<file path="src/rtl/memory_port_arbiter_if.sv">
// memory_port_arbiter_if: fetch, data and backing-memory handshake signals shared by the arbiter and its clients
interface memory_port_arbiter_if #(
   parameter int ADDR_W = 32,
   parameter int DATA_W = 32
);
   logic              if_req;
   logic [ADDR_W-1:0] if_addr;
   logic              if_ack;
   logic [DATA_W-1:0] if_rdata;
   logic              dm_req;
   logic              dm_we;
   logic [ADDR_W-1:0] dm_addr;
   logic [DATA_W-1:0] dm_wdata;
   logic              dm_ack;
   logic [DATA_W-1:0] dm_rdata;
   logic              mem_req;
   logic              mem_we;
   logic [ADDR_W-1:0] mem_addr;
   logic [DATA_W-1:0] mem_wdata;
   logic              mem_ack;
   logic [DATA_W-1:0] mem_rdata;
   logic              stall_if;
   logic              stall_dm;
   logic [1:0]        owner;
   modport master (
      input  if_req, if_addr, dm_req, dm_we, dm_addr, dm_wdata, mem_ack, mem_rdata,
      output if_ack, if_rdata, dm_ack, dm_rdata, mem_req, mem_we, mem_addr, mem_wdata,
             stall_if, stall_dm, owner
   );
   modport slave (
      output if_req, if_addr, dm_req, dm_we, dm_addr, dm_wdata, mem_ack, mem_rdata,
      input  if_ack, if_rdata, dm_ack, dm_rdata, mem_req, mem_we, mem_addr, mem_wdata,
             stall_if, stall_dm, owner
   );
endinterface

</file>
<file path="src/rtl/memory_port_arbiter.sv">
// memory_port_arbiter: shares one memory port between fetch and data stages; data wins unless fetch has starved
module memory_port_arbiter #(
   parameter int ADDR_W       = 32,
   parameter int DATA_W       = 32,
   parameter int STARVE_LIMIT = 4
) (
   input logic                   clock,
   input logic                   reset,
   memory_port_arbiter_if.master bus
);
   typedef enum logic [2:0] {IDLE, BUSY_IF, BUSY_DM, RESP_IF, RESP_DM} state_t;
   localparam logic [3:0] LIMIT = 4'(STARVE_LIMIT);
   state_t            state_q, state_d;
   logic [3:0]        starve_q, starve_d;
   logic              mem_req_q, mem_req_d, mem_we_q, mem_we_d;
   logic              if_ack_q, if_ack_d, dm_ack_q, dm_ack_d;
   logic [ADDR_W-1:0] mem_addr_q, mem_addr_d;
   logic [DATA_W-1:0] mem_wdata_q, mem_wdata_d, if_rdata_q, if_rdata_d, dm_rdata_q, dm_rdata_d;
   logic [1:0]        owner_q, owner_d;
   logic              fetch_wins;
   always_comb begin
      fetch_wins  = bus.if_req && (!bus.dm_req || starve_q >= LIMIT);
      state_d     = state_q;
      starve_d    = starve_q;
      mem_req_d   = mem_req_q;
      mem_we_d    = mem_we_q;
      mem_addr_d  = mem_addr_q;
      mem_wdata_d = mem_wdata_q;
      if_rdata_d  = if_rdata_q;
      dm_rdata_d  = dm_rdata_q;
      owner_d     = owner_q;
      if_ack_d    = 1'b0;
      dm_ack_d    = 1'b0;
      case (state_q)
         IDLE: begin
            if (fetch_wins) begin
               state_d     = BUSY_IF;
               mem_req_d   = 1'b1;
               mem_we_d    = 1'b0;
               mem_addr_d  = bus.if_addr;
               mem_wdata_d = '0;
               owner_d     = 2'b01;
               starve_d    = '0;
            end else if (bus.dm_req) begin
               state_d     = BUSY_DM;
               mem_req_d   = 1'b1;
               mem_we_d    = bus.dm_we;
               mem_addr_d  = bus.dm_addr;
               mem_wdata_d = bus.dm_wdata;
               owner_d     = 2'b10;
               // count only data grants that made a waiting fetch lose
               starve_d    = !bus.if_req ? 4'd0 : (starve_q == 4'd15 ? starve_q : starve_q + 4'd1);
            end
         end
         BUSY_IF: if (bus.mem_ack) begin
            state_d    = RESP_IF;
            mem_req_d  = 1'b0;
            if_rdata_d = bus.mem_rdata;
            if_ack_d   = 1'b1;
         end
         BUSY_DM: if (bus.mem_ack) begin
            state_d    = RESP_DM;
            mem_req_d  = 1'b0;
            dm_rdata_d = mem_we_q ? '0 : bus.mem_rdata;
            dm_ack_d   = 1'b1;
         end
         default: begin
            state_d = IDLE;
            owner_d = 2'b00;
         end
      endcase
   end
   always_ff @(posedge clock) begin
      if (reset) begin
         state_q     <= IDLE;
         starve_q    <= '0;
         mem_req_q   <= 1'b0;
         mem_we_q    <= 1'b0;
         mem_addr_q  <= '0;
         mem_wdata_q <= '0;
         if_ack_q    <= 1'b0;
         dm_ack_q    <= 1'b0;
         if_rdata_q  <= '0;
         dm_rdata_q  <= '0;
         owner_q     <= 2'b00;
      end else begin
         state_q     <= state_d;
         starve_q    <= starve_d;
         mem_req_q   <= mem_req_d;
         mem_we_q    <= mem_we_d;
         mem_addr_q  <= mem_addr_d;
         mem_wdata_q <= mem_wdata_d;
         if_ack_q    <= if_ack_d;
         dm_ack_q    <= dm_ack_d;
         if_rdata_q  <= if_rdata_d;
         dm_rdata_q  <= dm_rdata_d;
         owner_q     <= owner_d;
      end
   end
   assign bus.mem_req   = mem_req_q;
   assign bus.mem_we    = mem_we_q;
   assign bus.mem_addr  = mem_addr_q;
   assign bus.mem_wdata = mem_wdata_q;
   assign bus.if_ack    = if_ack_q;
   assign bus.dm_ack    = dm_ack_q;
   assign bus.if_rdata  = if_rdata_q;
   assign bus.dm_rdata  = dm_rdata_q;
   assign bus.owner     = owner_q;
   assign bus.stall_if  = bus.if_req & ~if_ack_q;
   assign bus.stall_dm  = bus.dm_req & ~dm_ack_q;
endmodule

</file>
<file path="src/flat_wrapper.sv">
// flat-port wrapper written by rule: the top's interface ports become plain ports
module memory_port_arbiter_flat 
#(
   parameter int ADDR_W       = 32,
   parameter int DATA_W       = 32,
   parameter int STARVE_LIMIT = 4
)
  (clock, reset, bus_if_req, bus_if_addr, bus_dm_req, bus_dm_we, bus_dm_addr, bus_dm_wdata, bus_mem_ack, bus_mem_rdata, bus_if_ack, bus_if_rdata, bus_dm_ack, bus_dm_rdata, bus_mem_req, bus_mem_we, bus_mem_addr, bus_mem_wdata, bus_stall_if, bus_stall_dm, bus_owner);
  memory_port_arbiter_if #(.ADDR_W(ADDR_W), .DATA_W(DATA_W)) bus_i ();
  input logic clock;
  input logic reset;
  input wire logic [$bits(bus_i.if_req)-1:0] bus_if_req;
  input wire logic [$bits(bus_i.if_addr)-1:0] bus_if_addr;
  input wire logic [$bits(bus_i.dm_req)-1:0] bus_dm_req;
  input wire logic [$bits(bus_i.dm_we)-1:0] bus_dm_we;
  input wire logic [$bits(bus_i.dm_addr)-1:0] bus_dm_addr;
  input wire logic [$bits(bus_i.dm_wdata)-1:0] bus_dm_wdata;
  input wire logic [$bits(bus_i.mem_ack)-1:0] bus_mem_ack;
  input wire logic [$bits(bus_i.mem_rdata)-1:0] bus_mem_rdata;
  output wire logic [$bits(bus_i.if_ack)-1:0] bus_if_ack;
  output wire logic [$bits(bus_i.if_rdata)-1:0] bus_if_rdata;
  output wire logic [$bits(bus_i.dm_ack)-1:0] bus_dm_ack;
  output wire logic [$bits(bus_i.dm_rdata)-1:0] bus_dm_rdata;
  output wire logic [$bits(bus_i.mem_req)-1:0] bus_mem_req;
  output wire logic [$bits(bus_i.mem_we)-1:0] bus_mem_we;
  output wire logic [$bits(bus_i.mem_addr)-1:0] bus_mem_addr;
  output wire logic [$bits(bus_i.mem_wdata)-1:0] bus_mem_wdata;
  output wire logic [$bits(bus_i.stall_if)-1:0] bus_stall_if;
  output wire logic [$bits(bus_i.stall_dm)-1:0] bus_stall_dm;
  output wire logic [$bits(bus_i.owner)-1:0] bus_owner;
  assign bus_i.if_req = bus_if_req;
  assign bus_i.if_addr = bus_if_addr;
  assign bus_i.dm_req = bus_dm_req;
  assign bus_i.dm_we = bus_dm_we;
  assign bus_i.dm_addr = bus_dm_addr;
  assign bus_i.dm_wdata = bus_dm_wdata;
  assign bus_i.mem_ack = bus_mem_ack;
  assign bus_i.mem_rdata = bus_mem_rdata;
  assign bus_if_ack = bus_i.if_ack;
  assign bus_if_rdata = bus_i.if_rdata;
  assign bus_dm_ack = bus_i.dm_ack;
  assign bus_dm_rdata = bus_i.dm_rdata;
  assign bus_mem_req = bus_i.mem_req;
  assign bus_mem_we = bus_i.mem_we;
  assign bus_mem_addr = bus_i.mem_addr;
  assign bus_mem_wdata = bus_i.mem_wdata;
  assign bus_stall_if = bus_i.stall_if;
  assign bus_stall_dm = bus_i.stall_dm;
  assign bus_owner = bus_i.owner;
  memory_port_arbiter #(.ADDR_W(ADDR_W), .DATA_W(DATA_W), .STARVE_LIMIT(STARVE_LIMIT)) u_core (.clock(clock), .reset(reset), .bus(bus_i));
endmodule
</file>
<file path="config.mk">
export PLATFORM = sky130hd
export DESIGN_NAME = memory_port_arbiter_flat
export DESIGN_NICKNAME = d
export VERILOG_FILES = /design/src/rtl/memory_port_arbiter_if.sv /design/src/rtl/memory_port_arbiter.sv /design/src/flat_wrapper.sv
export SDC_FILE = /design/constraint.sdc
export NUM_CORES = 1
export LEC_CHECK = 0
export BUFFER_PORTS_ARGS = -buffer_cell sky130_fd_sc_hd__buf_2
export CAP_MARGIN = 20
export CORE_MARGIN = 4
export CORE_UTILIZATION = 51
export DETAILED_ROUTE_END_ITERATION = 12
export PLACE_DENSITY = 0.85
export SYNTH_ARGS = -nofsm -noshare
export SYNTH_HDL_FRONTEND = slang
export SYNTH_SLANG_ARGS = --single-unit
</file>
<file path="constraint.sdc">
create_clock -name clock -period 2.14 [get_ports clock]
set_input_delay 0.214 -clock clock [delete_from_list [all_inputs] [get_ports clock]]
set_output_delay 0.214 -clock clock [all_outputs]
set_load 0.02 [all_outputs]
</file>
==> results of run 1 <==
[layer usage]
layer	GRT usage [%]	wire (µm)	vias to the layer above
li1	-	-	2701
met1	28.5	6610	2588
met2	41.5	8600	258
met3	7.89	1430	42
met4	9.82	443	0
met5	0	0	-
[area by class of cell]
class	instances	area (µm²)	area share [%]
clock inverter	15	190	2.35
tap	143	179	2.21
inverter	35	131	1.62
multi-input combinational	370	2770	34.2
timing repair buffer	293	1590	19.6
sequential	141	2820	34.8
clock buffer	17	425	5.25
[cell families (layout without fill, tap and decap cells)]
kind of cell / Yosys count / count (layout) / synth area share, %
AO/OA/AOI/OAI: 207 / 207 / 30.6
XOR/XNOR: 1 / 1 / 0.144
adder cells (fa/ha/maj): 1 / 1 / 0.205
buffers and inverters: 102 / 360 / 8.74
flip-flops: 141 / 141 / 46.3
multiplexers: 1 / 1 / 0.164
AND/OR/NAND/NOR: 160 / 160 / 13.9
[registers in the layout, indices dropped and copies added (netlist names)]
signal	count
u_core.bus.mem_wdata	32
u_core.starve_q	4
u_core.bus.mem_addr	32
u_core.bus.if_rdata	32
u_core.bus.dm_rdata	32
u_core.bus.if_ack	1
u_core.bus.mem_req	1
u_core.bus.dm_ack	1
u_core.bus.owner	2
u_core.state_q	3
u_core.bus.mem_we	1
[how the worst max path moves through the flow]
stage / start / end / slack, ns / depth (start not counted)
after floorplan: u_core.state_q[2]$_SDFFE_PP0P_ / u_core.bus.dm_rdata[10]$_SDFFE_PP0P_ / 0.76 / 6
after global placement: u_core.state_q[2]$_SDFFE_PP0P_ / u_core.bus.dm_rdata[22]$_SDFFE_PP0P_ / 0.22 / 4
after detailed placement: u_core.state_q[1]$_SDFFE_PP0P_ / u_core.bus.mem_wdata[5]$_SDFFE_PP0P_ / 0.43 / 5
after CTS: u_core.state_q[2]$_SDFFE_PP0P_ / u_core.bus.mem_wdata[5]$_SDFFE_PP0P_ / 0.41 / 5
after global routing: u_core.state_q[1]$_SDFFE_PP0P_ / u_core.bus.mem_addr[7]$_SDFFE_PP0P_ / 0.32 / 5
final: u_core.state_q[2]$_SDFFE_PP0P_ / u_core.bus.mem_wdata[5]$_SDFFE_PP0P_ / 0.41 / 5
[placed cells by master, fill, tap and decap left out, drive strengths merged]
| cell | n |
|---|---|
| nor4 | 1 |
| a22o | 32 |
| nand3b | 2 |
| mux2i | 1 |
| clkbuf | 17 |
| a211oi | 1 |
| a311oi | 33 |
| nand2b | 35 |
| nand2 | 66 |
| a31oi | 1 |
| o21ai | 36 |
| bufinv | 3 |
| a21oi | 68 |
| nor4bb | 1 |
| and2 | 1 |
| or4 | 1 |
| nor3b | 2 |
| inv | 38 |
| o32ai | 33 |
| dfxtp | 141 |
| buf | 293 |
| clkinvlp | 6 |
| clkinv | 3 |
| nor2 | 7 |
| nor3 | 2 |
| o311a | 1 |
| nor2b | 2 |
| o41ai | 1 |
| or3b | 1 |
| and4 | 1 |
| xnor2 | 1 |
| nand4 | 2 |
| o211ai | 1 |
| or2 | 1 |
| or2b | 1 |
| ha | 1 |
| nand4bb | 2 |
| nand3 | 32 |
[cells in the mapped netlist, drive strengths merged, types with 2 or more instances]
| cell type | instances |
|---|---|
| nand3 | 32 |
| a311oi | 33 |
| nand2 | 66 |
| nand2b | 35 |
| nor3 | 2 |
| nor2 | 7 |
| nor2b | 2 |
| inv | 35 |
| a22o | 32 |
| o21ai | 36 |
| clkbuf | 26 |
| nor3b | 2 |
| buf | 41 |
| nand3b | 2 |
| o32ai | 33 |
| nand4 | 2 |
| nand4bb | 2 |
| a21oi | 68 |
| dfxtp | 141 |
[power breakdown]
part	internal [mW]	switching [mW]	leakage, nW
combinational	0.576	0.884	2.16
clock	1.85	1.18	0.280
sequential	2.83	0.111	1.15
[metrics by stage]
stage                     instance area, µm²  setup WS, ns  hold slack, ns
after floorplan                         6100         0.755           0.340
final                                   8110         0.406          0.0216
after global routing                    8110         0.324         0.00983
after CTS                               8110         0.408         0.00235
after global placement                  7460         0.219           0.438
after detailed placement                7490         0.431           0.442
==> results by group, run 1 <==
Run status
  – Status: finished clean

Min path
  – Min-Delay Path Depth: 2
  – Hold path start: bus_mem_rdata[26]
  – Hold Path End: u_core.bus.dm_rdata[26]$_SDFFE_PP0P_
  – Hold Crit Class: in2reg

Clock tree
  – TritonCTS buffer count: 17
  – # H-tree levels: 4
  – Setup bufs post-CTS: 0
  – CTS Hold Bufs: 0
  – Clock sinks: 141
  – Post-cts sizing count: 0
  – CTS tree: built
  – Root buffer cell: clkbuf_16
  – Latest clock arrival within the worst-skew pair: 0.41 ns
  – Max clock buf depth: 2
  – CTS clk-pin slew, worst paths: 0.06 ns

Floorplan
  – Initial Util: a little over half
  – Row count: 39
  – Die ar.: 13800 µm²
  – Width of the die: 117 µm
  – Die Ht: 117 µm
  – # IOs: 270
  – Core Footprint: 11600 µm²

STA
  – Setup TNS: 0 ns
  – Endpoints failing hold: 0
  – Worst slew pin tran: 0.845 ns
  – Tmin final: 1.73 ns
  – Worst Skew: 0.00509 ns
  – Max Slew Vio Count: 0
  – Final setup viols: 0
  – RSZ-0062 raised after global routing: no
  – Relative slew slack: between 40% and 50%
  – Fmax: 577 MHz
  – Final Cycle Share: 81.0%

Critical path
  – Slowest Stage Delay on Critical Path: 0.38 ns
  – Critical path, cell by cell: buf_4 > nor3_4 > o211ai_4 > buf_12 > o32ai_2
  – Required time of the critical path: 2.46 ns
  – Crit path capture type: flip-flop
  – Worst-case reg-to-reg path depth: 5
  – Reg-to-Reg Start: u_core.state_q[2]$_SDFFE_PP0P_
  – Critical path arrival: around 2.1 ns
  – Slowest-stage cell, CP: nor3_4
  – Critical path buffers and inverters: 2
  – Critical path startpoint category: flip-flop
  – CP delay by family, top: compound AO/OA/AOI/OAI gates
  – Reg-to-reg critical path endpoint: u_core.bus.mem_wdata[5]$_SDFFE_PP0P_
  – Critical path class: reg2reg
  – Reg2Reg Setup Slack: 0.41 ns
  – CP max FO: 19

Synth
  – Area share of the largest cell type after synthesis: 46.3%
  – Syn. warnings: 0
  – Post-synthesis average cell area: 9.95 µm²
  – Fraction of registers with async set/reset: 0%
  – Syn Inst Count: between 600 and 700
  – Post-synth EDFFs: 0
  – Syn Nets: 748
  – Post-Syn Area: about 6100 µm²
  – Register area share after synthesis: a little under half
  – Post-synthesis cell type count: 44
  – Synth Flop Type: dfxtp_1
  – Top post-synthesis cells by area: dfxtp_1, o32ai_2, a311oi_2
  – Largest area contributor in the netlist: dfxtp_1
  – Flops & latches, synth: about 140

GRT
  – Antenna violations before repair: 0
  – First-pass GRT wire length: 27.7 mm
  – GRT overflow: 0
  – Tot GR Track Use: 24.4%
  – Vias in the first global route: 5434
  – Pin count of the biggest net entering global routing: 80

Power
  – P_leak: 3.60 nW
  – Maximum VDD drop: between 0.0004 and 0.0005 V
  – Power consumption: about 7.4 mW
  – PwrDens: 916 nW/µm²

Route
  – DRT iter0 DRCs: 410
  – Total iterations of the first detailed-routing run: 4
  – Residual DRC: 0
  – Vias: about 5600
  – ANT nets after route: 0
  – Post-DR wirelength/cell: 16.9 µm
  – Via density per instance: 5.51
  – Post-Route WL: 17.1 mm

Layout
  – Fin nets: 993
  – Final cell count without fillers: a little over 1000
  – Area delta synth->final: 33.0%
  – Fillers: 872
  – Final core utilization: 70.1%
  – Antenna cells: 0
  – Layout cell share with drive strength beyond 1: between 40% and 50%

Placed design
  – Post-Place Cells: 982
  – Placer Congestion: ~0.85
  – Port bufs: 269
  – Detail Placement HPWL: between 10 and 15 mm

Run
  – Maxcap violations: 0
(Power assumes the default switching activity.)
==> inputs of run 2 (changes only) <==
--- a/config.mk
+++ b/config.mk
@@ -8,9 +8,9 @@
 export BUFFER_PORTS_ARGS = -buffer_cell sky130_fd_sc_hd__buf_2
 export CAP_MARGIN = 20
 export CORE_MARGIN = 4
-export CORE_UTILIZATION = 51
+export CORE_UTILIZATION = 43
 export DETAILED_ROUTE_END_ITERATION = 12
-export PLACE_DENSITY = 0.85
+export PLACE_DENSITY = 0.77
 export SYNTH_ARGS = -nofsm -noshare
 export SYNTH_HDL_FRONTEND = slang
 export SYNTH_SLANG_ARGS = --single-unit
==> constraint.sdc (replaced) <==
create_clock -name clock -period 1.4 [get_ports clock]
set_input_delay 0.14 -clock clock [delete_from_list [all_inputs] [get_ports clock]]
set_output_delay 0.14 -clock clock [all_outputs]
set_load 0.02 [all_outputs]
==> results by group, run 2 (synthesized netlist as in run 1, its figures left out) <==
Critical path
  – Reg-to-Reg Start: u_core.state_q[2]$_SDFFE_PP0P_
  – Reg2Reg Setup Slack: -0.08 ns (-0.49 ns)
  – Reg-to-reg critical path endpoint: u_core.bus.dm_rdata[1]$_SDFFE_PP0P_
  – Required time of the critical path: 1.75 ns (-0.71 ns)
  – Critical path arrival: 1.83 ns (-0.23 ns)
  – Critical path buffers and inverters: 4 (+2)
  – Worst-case reg-to-reg path depth: 7 (+2)
  – CP max FO: 16 (-3)
  – Critical path class: reg2reg
  – Critical path startpoint category: flip-flop
  – Crit path capture type: flip-flop
  – CP delay by family, top: buffers and inverters
  – Slowest Stage Delay on Critical Path: 0.36 ns (-0.02 ns)
  – Critical path, cell by cell: buf_8 > nand4bb_4 > buf_6 > nor3_4 > buf_4 > buf_12 > a22o_1
  – Slowest-stage cell, CP: dfxtp_4

Run status
  – Status: finished, violations left
  – Failing checks: negative setup slack

GRT
  – First-pass GRT wire length: 30.7 mm (+11%)
  – Antenna violations before repair: 0 (unchanged)
  – Tot GR Track Use: 23.7% (-0.66 points)
  – GRT overflow: 0 (unchanged)
  – Vias in the first global route: 5964 (+9.8%)
  – Pin count of the biggest net entering global routing: 79 (-1.3%)

Min path
  – Hold Crit Class: in2reg
  – Hold Path End: u_core.bus.mem_wdata[27]$_SDFFE_PP0P_
  – Min-Delay Path Depth: 3 (+1)
  – Hold path start: bus_dm_wdata[27]

Floorplan
  – Width of the die: 127 µm (+8.3%)
  – # IOs: 270 (unchanged)
  – Die ar.: 16100 µm² (+17%)
  – Row count: 43 (+10%)
  – Core Footprint: 13900 µm² (+20%)
  – Die Ht: 127 µm (+8.3%)
  – Initial Util: 43.9% (-8.8 points)

Route
  – DRT iter0 DRCs: 400 (-2.4%)
  – Post-Route WL: 22.7 mm (+33%)
  – Via density per instance: 5.47 (-0.74%)
  – Post-DR wirelength/cell: 19.7 µm (+17%)
  – Vias: 6308 (+13%)
  – Residual DRC: 0 (unchanged)
  – Total iterations of the first detailed-routing run: 4 (unchanged)
  – ANT nets after route: 0 (unchanged)

Clock tree
  – Root buffer cell: clkbuf_16
  – Latest clock arrival within the worst-skew pair: 0.42 ns (about the same)
  – TritonCTS buffer count: 17 (unchanged)
  – CTS clk-pin slew, worst paths: 0.06 ns (about the same)
  – Max clock buf depth: 2 (unchanged)
  – Clock sinks: 141 (unchanged)
  – CTS tree: built
  – # H-tree levels: 4 (unchanged)

STA
  – Endpoints failing hold: 0 (unchanged)
  – Worst Skew: 0.0129 ns (+0.00777 ns)
  – Tmin final: 1.48 ns (-0.251 ns)
  – Fmax: 674 MHz (+17%)
  – RSZ-0062 raised after global routing: yes
  – Final setup margin: -0.0829 ns (-0.489 ns)
  – Max Slew Vio Count: 0 (unchanged)
  – Setup TNS: -3.83 ns (-3.83 ns)
  – Worst slew pin tran: 0.486 ns (-0.359 ns)
  – Final Cycle Share: 106% (+25 points)
  – Final setup viols: 110 (+110)
  – Relative slew slack: 67.6% (+24 points)

Power
  – P_leak: 4.38 nW (+22%)
  – Power consumption: 12.0 mW (+62%)
  – Maximum VDD drop: 0.000831 V (+80%)
  – PwrDens: 1230 nW/µm² (+34%)

Layout
  – Fillers: 991 (+14%)
  – Antenna cells: 0 (unchanged)
  – Cell area after layout: 9800 µm² (+21%)
  – Layout cell share with drive strength beyond 1: 51.7% (+6.0 points)
  – Commonest non-fill, non-tap cell in the layout: buf_2
  – Final core utilization: 70.6% (+0.49 points)
  – Fin nets: 1095 (+10%)
  – Area delta synth->final: 60.7%
  – Commonest non-fill, non-tap cells in the layout: buf_2, dfxtp_1, dlygate4sd3_1

Placed design
  – Detail Placement HPWL: 12.7 mm (+3.4%)
  – Worst slack at placement: -0.0577 ns (-0.489 ns)
  – Placer Congestion: 0.815 (-3.7%)
  – Port bufs: 269 (unchanged)
  – Placed Area: 7700 µm² (+2.9%)

Run
  – Maxcap violations: 0 (unchanged)
run 2: cell count changes in the layout (fill, tap and decap cells not counted), moves of 8 or more:
cell	change
buf_12	+12
a21oi_1	-26
dlygate4sd3_1	+54
nand2_2	+8
a21oi_2	+26
clkbuf_16	+12
buf_6	+16
nand2_4	+14
nand2_1	-22
run 2: area by class of cell:
type / instances / area, µm² / share of cell area, %
Clock buffer: 17 / 425 / 4.34
Clock inverter: 15 / 150 / 1.53
Inverter: 35 / 131 / 1.34
Multi-Input combinational cell: 371 / 3060 / 31.2
Sequential cell: 141 / 2830 / 28.9
Tap cell: 180 / 225 / 2.30
Timing Repair Buffer: 394 / 2980 / 30.4
run 2: metal layers:
layer	up-vias	wire [µm]	share of wire, %	GRT usage [%]
li1	2911	-	-	-
met1	2969	8640	38	27.7
met2	360	11200	49	40.3
met3	68	2010	8.9	6.69
met4	0	852	3.8	11.2
met5	-	0	0	0
run 2: per-stage QoR:
step / hold WS (ns) / std cells
6_report: 0.0102 / 1153
4_1_cts: 0.000500 / 1126
2_1_floorplan: 0.266 / 613
3_5_place_dp: 0.368 / 1029
5_1_grt: 0.00604 / 1153
3_3_place_gp: 0.366 / 1029
run 2: how the worst max path moves through the flow:
stage / from / endpoint / slack, ns / depth (start not counted)
2_1_floorplan: u_core.state_q[2]$_SDFFE_PP0P_ / u_core.bus.dm_rdata[10]$_SDFFE_PP0P_ / 0.02 / 6
3_3_place_gp: u_core.state_q[0]$_SDFFE_PP0P_ / u_core.bus.dm_rdata[25]$_SDFFE_PP0P_ / -0.02 / 5
3_5_place_dp: u_core.state_q[0]$_SDFFE_PP0P_ / u_core.bus.dm_rdata[30]$_SDFFE_PP0P_ / -0.06 / 5
4_1_cts: u_core.state_q[0]$_SDFFE_PP0P_ / u_core.bus.dm_rdata[10]$_SDFFE_PP0P_ / -0.03 / 7
5_1_grt: u_core.state_q[0]$_SDFFE_PP0P_ / u_core.bus.dm_rdata[2]$_SDFFE_PP0P_ / -0.14 / 7
6_report: u_core.state_q[2]$_SDFFE_PP0P_ / u_core.bus.dm_rdata[1]$_SDFFE_PP0P_ / -0.08 / 7
run 2: tightest hold or removal path: stages:
cell,delay (ns)
buf_2,0.10
inv_1,0.06
o32ai_2,0.08
run 2: report_power, final:
part	switching [mW]	leakage [nW]	internal [mW]
registers	0.172	1.16	4.32
clock network	1.92	0.276	2.51
logic	1.67	2.95	1.47
run 2: what timing repair did:
item,4_1_cts,5_1_grt
cloned,4,17
hold endpoints to repair,85,1
resized for setup,15,92
hold buffers,53,1
pin swaps,3,37
buffers inserted,8,11
setup endpoints to repair,79,122
==> inputs of run 3 (changes only) <==
==> constraint.sdc (replaced) <==
create_clock -name clock -period 1.3 [get_ports clock]
set_input_delay 0.13 -clock clock [delete_from_list [all_inputs] [get_ports clock]]
set_output_delay 0.13 -clock clock [all_outputs]
set_load 0.02 [all_outputs]
==> results by group, run 3 (synthesized netlist as in run 1, its figures left out) <==
Route
  – Residual DRC: 0 (unchanged)
  – DRT iter0 DRCs: 400 (unchanged)
  – ANT nets after route: 0 (unchanged)
  – Total iterations of the first detailed-routing run: 5 (+1)
  – Vias: 6471 (+2.6%)
  – Post-Route WL: 23.3 mm (+2.8%)
  – Post-DR wirelength/cell: 19.9 µm (+1.1%)
  – Via density per instance: 5.52 (+0.92%)

Placed design
  – Detail Placement HPWL: 12.6 mm (-0.59%)
  – Placer Congestion: 0.837 (+2.8%)
  – Port bufs: 269 (unchanged)

Clock tree
  – Latest clock arrival within the worst-skew pair: 0.41 ns (about the same)
  – Max clock buf depth: 2 (unchanged)
  – TritonCTS buffer count: 17 (unchanged)
  – # H-tree levels: 4 (unchanged)
  – Root buffer cell: clkbuf_16
  – CTS clk-pin slew, worst paths: 0.06 ns (about the same)
  – Clock sinks: 141 (unchanged)
  – CTS tree: built

Layout
  – Final core utilization: 73.6% (+3.1 points)
  – Layout cell share with drive strength beyond 1: 52.4% (+0.73 points)
  – Commonest non-fill, non-tap cells in the layout: buf_2, dfxtp_1, dlygate4sd3_1
  – Commonest non-fill, non-tap cell in the layout: buf_2
  – Storage element area: 2830 µm² (about the same)
  – Area delta synth->final: 67.7%
  – Multi-input logic area: 3180 µm² (+3.8%)
  – Fillers: 939 (-5.2%)
  – Fin nets: 1112 (+1.6%)

Critical path
  – Critical path startpoint category: flip-flop
  – Crit path capture type: flip-flop
  – Slowest-stage cell, CP: dfxtp_4
  – Slowest Stage Delay on Critical Path: 0.36 ns (about the same)
  – Required time of the critical path: 1.58 ns (-0.17 ns)
  – Critical path, cell by cell: nor3_4 > buf_6 > and2_4 > buf_6 > clkbuf_16 > a311oi_2
  – Critical path arrival: 1.72 ns (-0.11 ns)
  – Critical path class: reg2reg
  – Reg2Reg Setup Slack: -0.14 ns (-0.06 ns)
  – CP max FO: 8 (-8)
  – Critical Path Most Common Cell: buf_6

Floorplan
  – Die Ht: 127 µm (unchanged)
  – Die ar.: 16100 µm² (unchanged)
  – Row count: 43 (unchanged)
  – Initial Util: 43.9% (unchanged)
  – Core Footprint: 13900 µm² (unchanged)
  – # IOs: 270 (unchanged)
  – Width of the die: 127 µm (unchanged)

Min path
  – Hold Crit Class: in2reg

Power
  – Maximum VDD drop: 0.000929 V (+12%)
  – P_leak: 4.56 nW (+4.1%)
  – PwrDens: 1350 nW/µm² (+10%)

Run status
  – Status: finished, violations left
  – Failing checks: negative hold slack, negative setup slack

GRT
  – GR met3 Demand/Resource: 6.81% (+0.13 points)
  – GRT overflow: 0 (unchanged)
  – Grt peak-use layer: met2
  – Pin count of the biggest net entering global routing: 55 (-30%)
  – Met2 Use GR: 43.4% (+3.1 points)
  – Antenna violations before repair: 1 (+1)
  – Vias in the first global route: 6486 (+8.8%)
  – First-pass GRT wire length: 32.5 mm (+5.9%)
  – Tot GR Track Use: 25.0% (+1.2 points)
  – M1 GR Usage: 27.9% (+0.22 points)

STA
  – Setup TNS: -10.37 ns (-6.55 ns)
  – Worst Skew: 0.00824 ns (-0.00462 ns)
  – Fmax: 694 MHz (+3.0%)
  – Final setup viols: 134 (+22%)
  – Hold Slack: -0.00111 ns (-0.0113 ns)
  – Worst slew pin tran: 0.437 ns (-0.0486 ns)
  – Tmin final: 1.44 ns (-0.0425 ns)
  – Final Cycle Share: 111% (+4.9 points)
  – Final setup margin: -0.140 ns (-0.0575 ns)
  – Max Slew Vio Count: 0 (unchanged)
  – RSZ-0062 raised after global routing: yes
  – Relative slew slack: 70.7% (+3.1 points)
  – Endpoints failing hold: 1 (+1)

Run
  – Maxcap violations: 0 (unchanged)
==> run 3: cell count changes in the layout (fill, tap and decap cells not counted), moves of 4 or more <==
cell           change
dlygate4sd3_1     +11
o21ai_0            -8
o21ai_2            +7
inv_6              -6
o32ai_2            -6
o32ai_4            +6
buf_6              +5
bufinv_16          +4
nand2_1            -4
nand2_4            +4
==> run 3: worst max-delay path, delay by kind of cell, from the launching register on <==
family          cells  cell delay (ns)
compound gates      1             0.09
buf+inv             3             0.45
flops               1             0.36
simple gates        2             0.41
==> run 3: area by class of cell <==
cell class,count,area share [%]
Timing Repair Buffer,412,31.2
Inverter,35,1.29
Clock inverter,9,1.77
Clock buffer,23,4.68
Multi-Input combinational cell,370,31.1
Antenna cell,2,0.0490
Sequential cell,141,27.7
Tap cell,180,2.20
==> run 3: through the flow <==
stage | power (mW) | hold WS (ns) | cell area, µm² | instances | setup WS (ns)
3_5_place_dp | 7.46 | 0.358 | 7740 | 1033 | -0.158
6_report | 13.8 | -0.00111 | 10200 | 1172 | -0.140
4_1_cts | 13.4 | 0.00187 | 9450 | 1149 | -0.119
2_1_floorplan | 6.63 | 0.255 | 6160 | 613 | -0.0616
3_3_place_gp | 7.42 | 0.355 | 7740 | 1033 | -0.105
5_1_grt | 14.3 | 0.00125 | 10200 | 1171 | -0.196
==> run 3: worst paths after layout <==
check / start / to / cells past startpoint
min reg2reg: u_core.bus.if_rdata[27]$_SDFFE_PP0P_ / u_core.bus.if_rdata[27]$_SDFFE_PP0P_ / 2
min: bus_dm_addr[13] / u_core.bus.mem_addr[13]$_SDFFE_PP0P_ / 3
max reg2reg: u_core.state_q[0]$_SDFFE_PP0P_ / u_core.bus.mem_addr[4]$_SDFFE_PP0P_ / 6
max: u_core.state_q[0]$_SDFFE_PP0P_ / u_core.bus.mem_addr[4]$_SDFFE_PP0P_ / 6
==> run 3: per-layer routing <==
metal	up-vias	wire length, µm
li1	2944	-
met1	3103	8580
met2	352	11900
met3	72	1870
met4	0	947
met5	-	0
==> run 3: repair_timing <==
action / CTS / global route
hold buffers: 62 / 3
pin swaps: 6 / 55
cloned: 6 / 15
gates resized for setup: 33 / 110
setup endpoints to repair: 134 / 137
hold endpoints to repair: 92 / 3
buffers inserted: 16 / 6
==> run 3: power by group <==
group	internal (mW)	switching, mW
registers	4.66	0.194
logic	1.71	1.86
clock network	3.57	1.84
